--- config.mk ---
export PLATFORM = sky130hd
export DESIGN_NAME = tensor_addr_sequencer
export DESIGN_NICKNAME = d
export VERILOG_FILES = /design/src/rtl/noc_ctrl_pkg.sv /design/src/rtl/mapper.sv /design/src/rtl/tensor_addr_sequencer.sv
export SDC_FILE = /design/constraint.sdc
export NUM_CORES = 1
export LEC_CHECK = 0
export CORE_ASPECT_RATIO = 1.1
export CORE_UTILIZATION = 30
export CTS_CLUSTER_DIAMETER = 30
export DETAILED_ROUTE_END_ITERATION = 12
export PLACE_DENSITY = 0.47
export SLEW_MARGIN = 20
export SYNTH_ARGS = -nofsm -noshare
export SYNTH_HDL_FRONTEND = slang
export SYNTH_SLANG_ARGS = --single-unit
export TNS_END_PERCENT = 5
--- constraint.sdc ---
create_clock -name clk -period 29.3 [get_ports clk]
set_clock_uncertainty 0.2 [all_clocks]
set_input_delay 8.79 -clock clk [delete_from_list [all_inputs] [get_ports clk]]
set_output_delay 8.79 -clock clk [all_outputs]
set_load 0.05 [all_outputs]
--- src/rtl/noc_ctrl_pkg.sv ---
// Shared NoC controller types: sequencer state encoding and default widths.
// Latency: n/a (types only).
// Backpressure: n/a (types only).
package noc_ctrl_pkg;

  // Default extents/address widths used by blocks that do not override them.
  localparam int SEQ_DFLT_DIM_WIDTH  = 8;
  localparam int SEQ_DFLT_ADDR_WIDTH = 32;

  typedef enum logic [1:0] {
    IDLE = 2'd0,
    RUN  = 2'd1,
    DONE = 2'd2
  } seq_state_t;

endpackage

--- src/rtl/mapper.sv ---
// Flat address calculator: maps a 4-D index (idx4..idx1) within extents (dim4..dim1) to an offset.
// Latency: combinational; the caller registers the result.
// Backpressure: none; pure function of its inputs.
// Ports: dim4..dim1 extents, idx4..idx1 live indices, addr = offset modulo 2^ADDR_WIDTH.
// ROW_MAJOR=1: idx1 is the fastest-varying address dimension; ROW_MAJOR=0: idx4 is.
module mapper #(
  parameter int DIM4_WIDTH = 8,
  parameter int DIM3_WIDTH = 8,
  parameter int DIM2_WIDTH = 8,
  parameter int DIM1_WIDTH = 8,
  parameter int ROW_MAJOR  = 1,
  parameter int ADDR_WIDTH = 32
) (
  input  logic [DIM4_WIDTH-1:0] dim4,
  input  logic [DIM3_WIDTH-1:0] dim3,
  input  logic [DIM2_WIDTH-1:0] dim2,
  input  logic [DIM1_WIDTH-1:0] dim1,
  input  logic [DIM4_WIDTH-1:0] idx4,
  input  logic [DIM3_WIDTH-1:0] idx3,
  input  logic [DIM2_WIDTH-1:0] idx2,
  input  logic [DIM1_WIDTH-1:0] idx1,
  output logic [ADDR_WIDTH-1:0] addr
);

  // The largest offset is below dim4*dim3*dim2*dim1, so the sum of the extent
  // widths is always enough to hold every intermediate product exactly.
  localparam int PW = DIM4_WIDTH + DIM3_WIDTH + DIM2_WIDTH + DIM1_WIDTH;
  localparam int FW = (PW > ADDR_WIDTH) ? PW : ADDR_WIDTH;

  logic [FW-1:0] full;

  always_comb begin
    full = '0;
    if (ROW_MAJOR != 0) begin
      full = ((FW'(idx4) * FW'(dim3) + FW'(idx3)) * FW'(dim2) + FW'(idx2)) * FW'(dim1)
             + FW'(idx1);
    end else begin
      full = ((FW'(idx1) * FW'(dim2) + FW'(idx2)) * FW'(dim3) + FW'(idx3)) * FW'(dim4)
             + FW'(idx4);
    end
  end

  assign addr = full[ADDR_WIDTH-1:0];

endmodule

--- src/rtl/tensor_addr_sequencer.sv ---
// Walks a 4-D index space (idx1 innermost) and streams one flat address per accepted beat.
// Latency: first beat the cycle after start; one beat/cycle; done pulses the cycle after the last beat.
// Backpressure: addr/addr_last hold while addr_valid && !addr_ready; abort cancels without done.
// Ports: clk/reset (sync, active-high); start/abort control; dim4..dim1 extents sampled on start;
//        addr/addr_valid/addr_ready/addr_last beat stream; busy = RUN; done = completion pulse.
// Optional: SEQ_BASE_ADDR_EN adds a base_addr port, sampled on start and added to every address.
module tensor_addr_sequencer
  import noc_ctrl_pkg::*;
#(
  parameter int DIM4_WIDTH = SEQ_DFLT_DIM_WIDTH,
  parameter int DIM3_WIDTH = SEQ_DFLT_DIM_WIDTH,
  parameter int DIM2_WIDTH = SEQ_DFLT_DIM_WIDTH,
  parameter int DIM1_WIDTH = SEQ_DFLT_DIM_WIDTH,
  parameter int ROW_MAJOR  = 1,
  parameter int ADDR_WIDTH = SEQ_DFLT_ADDR_WIDTH
) (
  input  logic                  clk,
  input  logic                  reset,
  input  logic                  start,
  input  logic                  abort,
  input  logic [DIM4_WIDTH-1:0] dim4,
  input  logic [DIM3_WIDTH-1:0] dim3,
  input  logic [DIM2_WIDTH-1:0] dim2,
  input  logic [DIM1_WIDTH-1:0] dim1,
`ifdef SEQ_BASE_ADDR_EN
  input  logic [ADDR_WIDTH-1:0] base_addr,
`endif
  output logic [ADDR_WIDTH-1:0] addr,
  output logic                  addr_valid,
  input  logic                  addr_ready,
  output logic                  addr_last,
  output logic                  busy,
  output logic                  done
);

  // One packed tuple type serves both the latched extents and the live indices.
  typedef struct packed {
    logic [DIM4_WIDTH-1:0] n4;
    logic [DIM3_WIDTH-1:0] n3;
    logic [DIM2_WIDTH-1:0] n2;
    logic [DIM1_WIDTH-1:0] n1;
  } coord_t;

  seq_state_t            state_q, state_d;
  coord_t                dims_q, dims_d;
  coord_t                idx_q, idx_d;
  logic                  last_q, last_d;
  logic                  addr_load;
  logic [ADDR_WIDTH-1:0] addr_q, map_addr;
`ifdef SEQ_BASE_ADDR_EN
  logic [ADDR_WIDTH-1:0] base_q, base_d;
`endif

  function automatic logic is_final(input coord_t i, input coord_t d);
    return (i.n1 == d.n1 - DIM1_WIDTH'(1)) && (i.n2 == d.n2 - DIM2_WIDTH'(1)) &&
           (i.n3 == d.n3 - DIM3_WIDTH'(1)) && (i.n4 == d.n4 - DIM4_WIDTH'(1));
  endfunction

  // Odometer step, idx1 fastest. Never called on the final tuple, so idx4 cannot overflow.
  function automatic coord_t step(input coord_t i, input coord_t d);
    coord_t r;
    r = i;
    if (i.n1 != d.n1 - DIM1_WIDTH'(1)) begin
      r.n1 = i.n1 + DIM1_WIDTH'(1);
    end else begin
      r.n1 = '0;
      if (i.n2 != d.n2 - DIM2_WIDTH'(1)) begin
        r.n2 = i.n2 + DIM2_WIDTH'(1);
      end else begin
        r.n2 = '0;
        if (i.n3 != d.n3 - DIM3_WIDTH'(1)) begin
          r.n3 = i.n3 + DIM3_WIDTH'(1);
        end else begin
          r.n3 = '0;
          r.n4 = i.n4 + DIM4_WIDTH'(1);
        end
      end
    end
    return r;
  endfunction

  always_comb begin
    state_d   = state_q;
    dims_d    = dims_q;
    idx_d     = idx_q;
    last_d    = last_q;
    addr_load = 1'b0;
`ifdef SEQ_BASE_ADDR_EN
    base_d    = base_q;
`endif
    case (state_q)
      IDLE: begin
        if (start) begin
          if ((dim4 == '0) || (dim3 == '0) || (dim2 == '0) || (dim1 == '0)) begin
            state_d = DONE;
          end else begin
            dims_d    = '{n4: dim4, n3: dim3, n2: dim2, n1: dim1};
            idx_d     = '0;
            last_d    = is_final('0, dims_d);
            addr_load = 1'b1;
            state_d   = RUN;
`ifdef SEQ_BASE_ADDR_EN
            base_d    = base_addr;
`endif
          end
        end
      end
      RUN: begin
        // Abort takes priority: a beat handshaken in the same cycle is dropped.
        if (abort) begin
          state_d = IDLE;
          last_d  = 1'b0;
        end else if (addr_ready) begin
          if (last_q) begin
            state_d = DONE;
            last_d  = 1'b0;
          end else begin
            idx_d     = step(idx_q, dims_q);
            last_d    = is_final(idx_d, dims_q);
            addr_load = 1'b1;
          end
        end
      end
      DONE:    state_d = IDLE;
      default: state_d = IDLE;
    endcase
  end

  // The mapper sees next-cycle dims/indices so the registered address lines
  // up with the beat it describes.
  mapper #(
    .DIM4_WIDTH(DIM4_WIDTH),
    .DIM3_WIDTH(DIM3_WIDTH),
    .DIM2_WIDTH(DIM2_WIDTH),
    .DIM1_WIDTH(DIM1_WIDTH),
    .ROW_MAJOR (ROW_MAJOR),
    .ADDR_WIDTH(ADDR_WIDTH)
  ) u_mapper (
    .dim4(dims_d.n4),
    .dim3(dims_d.n3),
    .dim2(dims_d.n2),
    .dim1(dims_d.n1),
    .idx4(idx_d.n4),
    .idx3(idx_d.n3),
    .idx2(idx_d.n2),
    .idx1(idx_d.n1),
    .addr(map_addr)
  );

  always_ff @(posedge clk) begin
    if (reset) begin
      state_q <= IDLE;
      dims_q  <= '0;
      idx_q   <= '0;
      last_q  <= 1'b0;
      addr_q  <= '0;
`ifdef SEQ_BASE_ADDR_EN
      base_q  <= '0;
`endif
    end else begin
      state_q <= state_d;
      dims_q  <= dims_d;
      idx_q   <= idx_d;
      last_q  <= last_d;
`ifdef SEQ_BASE_ADDR_EN
      base_q  <= base_d;
      if (addr_load) addr_q <= base_d + map_addr;
`else
      if (addr_load) addr_q <= map_addr;
`endif
    end
  end

  assign addr       = addr_q;
  assign addr_last  = last_q;
  assign addr_valid = (state_q == RUN);
  assign busy       = (state_q == RUN);
  assign done       = (state_q == DONE);

endmodule

==> out/metrics.csv, run 1 <==
metric,value,unit
crit-path max FO,28,
worst path arrival time,25460,ps
part of the cycle the worst path needs,86.4,%
Initial Util,30.3,%
critical path class,in2reg,
1st-iter DRT viols,793,
post-synthesis sequential area ratio,9.89,%
Clock Latency Late Sink,390,ps
post-synth top area share,29.8,%
io pins,73,
root buf cell,clkbuf_16,
largest area contributor in the netlist,fa_1,
setup bufs post-CTS,0,
Seq. cell area,1980,um^2
"CTS clk-pin slew, worst paths",80,ps
initial antenna violation count,0,
FILL cells,7045,
RSZ-0062 raised after global routing,no,
pwr dens,17.7,nW/um^2
DRC Markers,1,
required time worst endpoint,29440,ps
count of TritonRoute iterations in the first routing pass,9,
setup TNS,0,ps
"Cell Area, Synth",20000,um^2
final setup fails,0,
ys flop type,dfxtp_1,
vias in the first global route,18000,
largest net degree at the start of global routing,65,
Synth Instances,2490,
grt peak-use layer,met2,
status,"complete, but fails checks",
Max Freq,39.5,MHz
drt wl/cell,16.5,um
GPL Wtd Cong,0.875,
# nets final,3014,
max incr delay on CP,610,ps
Pleak,9.89,nW
Peak VDD IR,27.6,uV
vias per std cell,4.92,
Most common cell on crit path,inv_1,
post-cts sizing count,0,
"Avg Cell Area, Syn",8.05,um^2
Crit-path slowest cell,or4_1,
failing checks,DRC,
number of synthesized flops with an enable pin,0,
hpwl dp,46200,um
worst hold path class,reg2reg,
Area growth syn-to-layout,9.76,%
core area,66100,um^2
#FFs+latches synth,99,
GR Util met1,21.3,%
Final Hold Viols,0,
asr flop ratio synth,0,%
post-synth net total,2994,
met3 Use GR,1.69,%
die width,248,um
CTS tree,yes,
layout cells sized above 1,4.29,%
Die Y-Extent,273,um
area of the multi-input gates,16100,um^2
Row Count,99,
Post-Layout Inst Area,22000,um^2
Worst setup SP type,primary input,
global-route wire length before repair,94400,um
Max Transition Viols Final,0,
Slew @ Worst Pin,1030,ps
ANT cells,0,
Worst slew margin,31.3,%
die footprint,67800,um^2
Clock Tree Buf Depth,2,
Yosys cell types,83,
GRT overflow,0,
clock buffer count from CTS,9,
via count,16600,
port bufs,72,
Tot GR Track Use,17.3,%
hold buffer count at CTS,0,
cell area after placement,21700,um^2
Area contributors post-synth,"fa_1 (30%), ha_1 (11%), dfxtp_1 (9.9%)",
Tmin final,25320,ps
max-cap violation count,0,
H-tree levels,3,
drt total wl,55800,um
Clock Sinks,99,
Final ANT Viol Nets,0,
Setup crit end kind,flop,
warnings from Yosys,0,
GR Util met2,31.5,%
kinds of logic (layout without fill, tap and decap cells):
group	count (synthesis)	count (layout)	synth area share (%)
AOI/OAI and AO/OA	330	330	10.6
buffers and inverters	512	537	9.67
DFF	99	99	9.89
xor gates and xnor gates	137	137	6.59
muxes	33	33	1.69
and+or+nand+nor	912	912	21.3
adders and majority gates	467	467	40.3
sequential cells by signal, indices dropped and copies added, names as in the netlist:
name and flops:
dims_q 32, addr 32, addr_last 1, idx_q 32, state_q 2
through the flow:
step	hold slack (ps)	power [mW]	cells	worst slack (ps)	utilization (%)
floorplan	285	0.218	2490	5710	-
global placement	244	0.261	3357	3920	32.8
detailed placement	243	0.262	3357	3600	32.8
CTS	254	0.393	3373	3980	33.3
global route	269	0.407	3373	2760	33.3
finish	253	0.388	3373	3980	33.3
final cells by class:
type                    instances  share of cell area [%]
well taps                     858                    4.88
clock buffers                  14                    1.15
multi-input cells            1879                    73.4
flip-flops and latches         99                    9.01
repair buffers                 98                    4.15
clock inverters                 2                   0.159
inverters                     423                    7.22
worst max-delay path, delay by kind of cell:
family	cells	cell delay, ps
compound gates	24	4940
xor+xnor	1	560
fa+ha+maj	15	6400
buf+inv	13	1510
mux	1	610
simple gates	8	2590
worst paths after layout:
path | start | endpoint | depth (start not counted) | slack, ps
setup / recovery | dim1[5] | addr[31] | 62 | 3980
hold / removal | addr[27] | addr[27] | 2 | 250
setup reg to reg | dims_q[8] | addr[31] | 68 | 11510
hold reg to reg | addr[27] | addr[27] | 2 | 250
report_power, final:
part,internal (mW),switching [mW]
Clock,0.0687,0.0607
Sequential,0.138,0.00627
Combinational,0.0376,0.0771
per-layer routing:
metal | routed length, um | up-vias
li1 | - | 7958
met1 | 24600 | 8283
met2 | 28300 | 280
met3 | 1540 | 78
met4 | 1370 | 0
met5 | 0 | -
synthesized netlist by cell type (13+ instances only):
cell type,n
or2_2,38
xnor2_1,83
fa_1,298
mux2i_1,26
o21bai_1,13
or3_1,14
dfxtp_1,99
ha_1,169
and3_1,20
inv_1,423
nand2b_1,31
nand4_1,14
a21o_1,20
nor4_1,14
a21oi_1,100
o21a_1,14
nor2_1,371
nor2b_1,49
xor2_1,45
nor3_1,55
nand2_1,210
o21ai_0,68
nand3_1,35
clkbuf_1,80
layout by cell type, fill, tap and decap left out, types with 11 or more instances in the layout:
cell               n
a211oi_1          12
a21o_1            19
a21oi_1           99
a31oi_1           12
and2_1            11
and3_1            20
buf_4             27
clkdlybuf4s50_1   71
dfxtp_1           99
fa_1             298
ha_1             169
inv_1            423
mux2i_1           23
nand2_1          210
nand2b_1          31
nand3_1           35
nand4_1           14
nor2_1           371
nor2b_1           49
nor3_1            55
nor4_1            13
o21a_1            14
o21ai_0           68
o21bai_1          13
or2_2             38
or3_1             14
xnor2_1           83
xor2_1            45
Note: power is estimated with default switching activity, not from simulation.
==> run 2, diff against run 1 <==
ABC_CLOCK_PERIOD_IN_PS = 29300   (was not set)
==> results of run 2 <==
Same layout as run 1: the final DEF is identical, and so are final timing and power.
==> run 3, diff against run 2 <==
CTS_BUF_LIST = sky130_fd_sc_hd__clkbuf_4 sky130_fd_sc_hd__clkbuf_8 sky130_fd_sc_hd__clkbuf_16   (was not set)
==> run 3 against run 2 <==
The flow still finishes with violations (DRC). Sequential power about the same. Sequential share of layout area about the same. First-iteration DRC count increased by 5.9%. Critical endpoint unchanged.
==> out/metrics.csv, run 3 (same netlist as run 1, synthesis figures left out) <==
metric,value,unit,change
hold buffer count at CTS,0,,unchanged
count of TritonRoute iterations in the first routing pass,12,,was 9
cell area after placement,21700,um^2,unchanged
Die Y-Extent,273,um,unchanged
Worst Hold End,addr[27],,unchanged
"most common cell after layout, fill and taps aside",inv_1,,unchanged
Row Count,99,,unchanged
setup bufs post-CTS,0,,unchanged
part of the cycle the worst path needs,86.5,%,was 86.4%
Worst R2R Path Depth,68,,unchanged
vias in the first global route,18000,,about the same
critical path class,in2reg,,unchanged
Peak VDD IR,27.4,uV,was 27.6 uV
Slew @ Worst Pin,984,ps,was 1030 ps
"CTS clk-pin slew, worst paths",80,ps,about the same
core area,66100,um^2,unchanged
ANT cells,0,,unchanged
# nets final,3014,,unchanged
failing checks,DRC,,unchanged
max incr delay on CP,610,ps,about the same
Worst Setup Slack post-DPL,3600,ps,unchanged
Final Hold Viols,0,,unchanged
io pins,73,,unchanged
Seq. cell area,1980,um^2,unchanged
RSZ-0062 raised after global routing,no,,unchanged
Max Freq,39.5,MHz,about the same
Most common cell on crit path,inv_1,,unchanged
final setup fails,0,,unchanged
Pleak,9.90,nW,was 9.89 nW
largest net degree at the start of global routing,65,,unchanged
area of the multi-input gates,16100,um^2,unchanged
Area growth syn-to-layout,9.83,%,was 9.76%
Crit-path slowest cell,or4_1,,unchanged
via count,16600,,about the same
Design Power,393,uW,was 388 uW
Max Transition Viols Final,0,,unchanged
Worst slew margin,33.7,%,was 31.3%
drt total wl,55800,um,about the same
layout cells sized above 1,4.45,%,was 4.29%
cell family with most CP delay,adder cells,,unchanged
Initial Util,30.3,%,unchanged
FF-to-FF End,addr[31],,unchanged
hold wc startpoint,addr[27],,unchanged
worst hold stages,2,,unchanged
setup TNS,0,ps,unchanged
Setup WS post-layout,3970,ps,was 3980 ps
FILL cells,7045,,unchanged
vias per std cell,4.91,,was 4.92
worst path arrival time,25470,ps,was 25460 ps
Hold Slack,253,ps,about the same
Clock Tree Buf Depth,2,,unchanged
GPL Wtd Cong,0.875,,unchanged
worst hold path class,reg2reg,,unchanged
1st-iter DRT viols,840,,was 793
Tmin final,25330,ps,was 25320 ps
R2R setup slack,11530,ps,was 11510 ps
most frequent cells in the layout,"inv_1 (423), nor2_1 (371), fa_1 (298)",,unchanged
Worst setup SP type,primary input,,unchanged
Clock Latency Late Sink,390,ps,about the same
max-cap violation count,0,,unchanged
Clock Sinks,99,,unchanged
die width,248,um,unchanged
H-tree levels,3,,unchanged
CTS tree,yes,,unchanged
DRC Markers,1,,unchanged
Final ANT Viol Nets,0,,unchanged
required time worst endpoint,29440,ps,about the same
pwr dens,17.8,nW/um^2,was 17.7 nW/um^2
post-cts sizing count,0,,unchanged
root buf cell,clkbuf_16,,unchanged
initial antenna violation count,0,,unchanged
die footprint,67800,um^2,unchanged
placed insts,3357,,unchanged
Post-Layout Inst Area,22000,um^2,about the same
drt wl/cell,16.6,um,was 16.5 um
Tot GR Track Use,17.3,%,about the same
worst r2r src,dims_q[8],,unchanged
clock buffer count from CTS,9,,unchanged
global-route wire length before repair,94400,um,unchanged
crit-path max FO,28,,unchanged
status,"complete, but fails checks",,unchanged
final non-filler cell total,3373,,unchanged
utilization after layout,33.3,%,about the same
port bufs,72,,unchanged
GRT overflow,0,,unchanged
hpwl dp,46200,um,unchanged
Setup crit end kind,flop,,unchanged
buffer and inverter count on the worst path,13,,unchanged
-- run 3: worst max path at each step --
stage | to | cells after the start | from
6_report | addr[31] | 62 | dim1[5]
5_1_grt | addr[31] | 62 | dim1[5]
4_1_cts | addr[31] | 56 | dim1[5]
3_5_place_dp | addr[31] | 56 | dim3[4]
3_3_place_gp | addr[31] | 56 | dim3[4]
2_1_floorplan | addr[31] | 58 | dim1[5]
-- run 3: per-layer routing --
layer | GRT usage, % | part of all wire, % | up-vias
met2 | 31.5 | 51 | 267
met5 | 0 | 0 | -
li1 | - | - | 7957
met4 | 5.38 | 2.5 | 0
met1 | 21.3 | 44 | 8275
met3 | 1.69 | 2.6 | 79
-- run 3: layout make-up --
cell class,count,area share (%)
Clock buffer,14,1.22
Clock inverter,2,0.159
Inverter,423,7.21
Multi-Input combinational cell,1879,73.4
Sequential cell,99,9.01
Tap cell,858,4.88
Timing Repair Buffer,98,4.15
-- run 3: power breakdown --
group | switching, mW | total, mW | internal [mW]
registers | 0.00626 | 0.144 | 0.138
clock network | 0.0609 | 0.133 | 0.0724
logic | 0.0773 | 0.115 | 0.0376
-- run 3: worst min-delay path, delay by kind of cell, from the launching register on --
family	cells	cell delay (ps)
simple gates	1	50
flops	1	310
compound gates	1	50
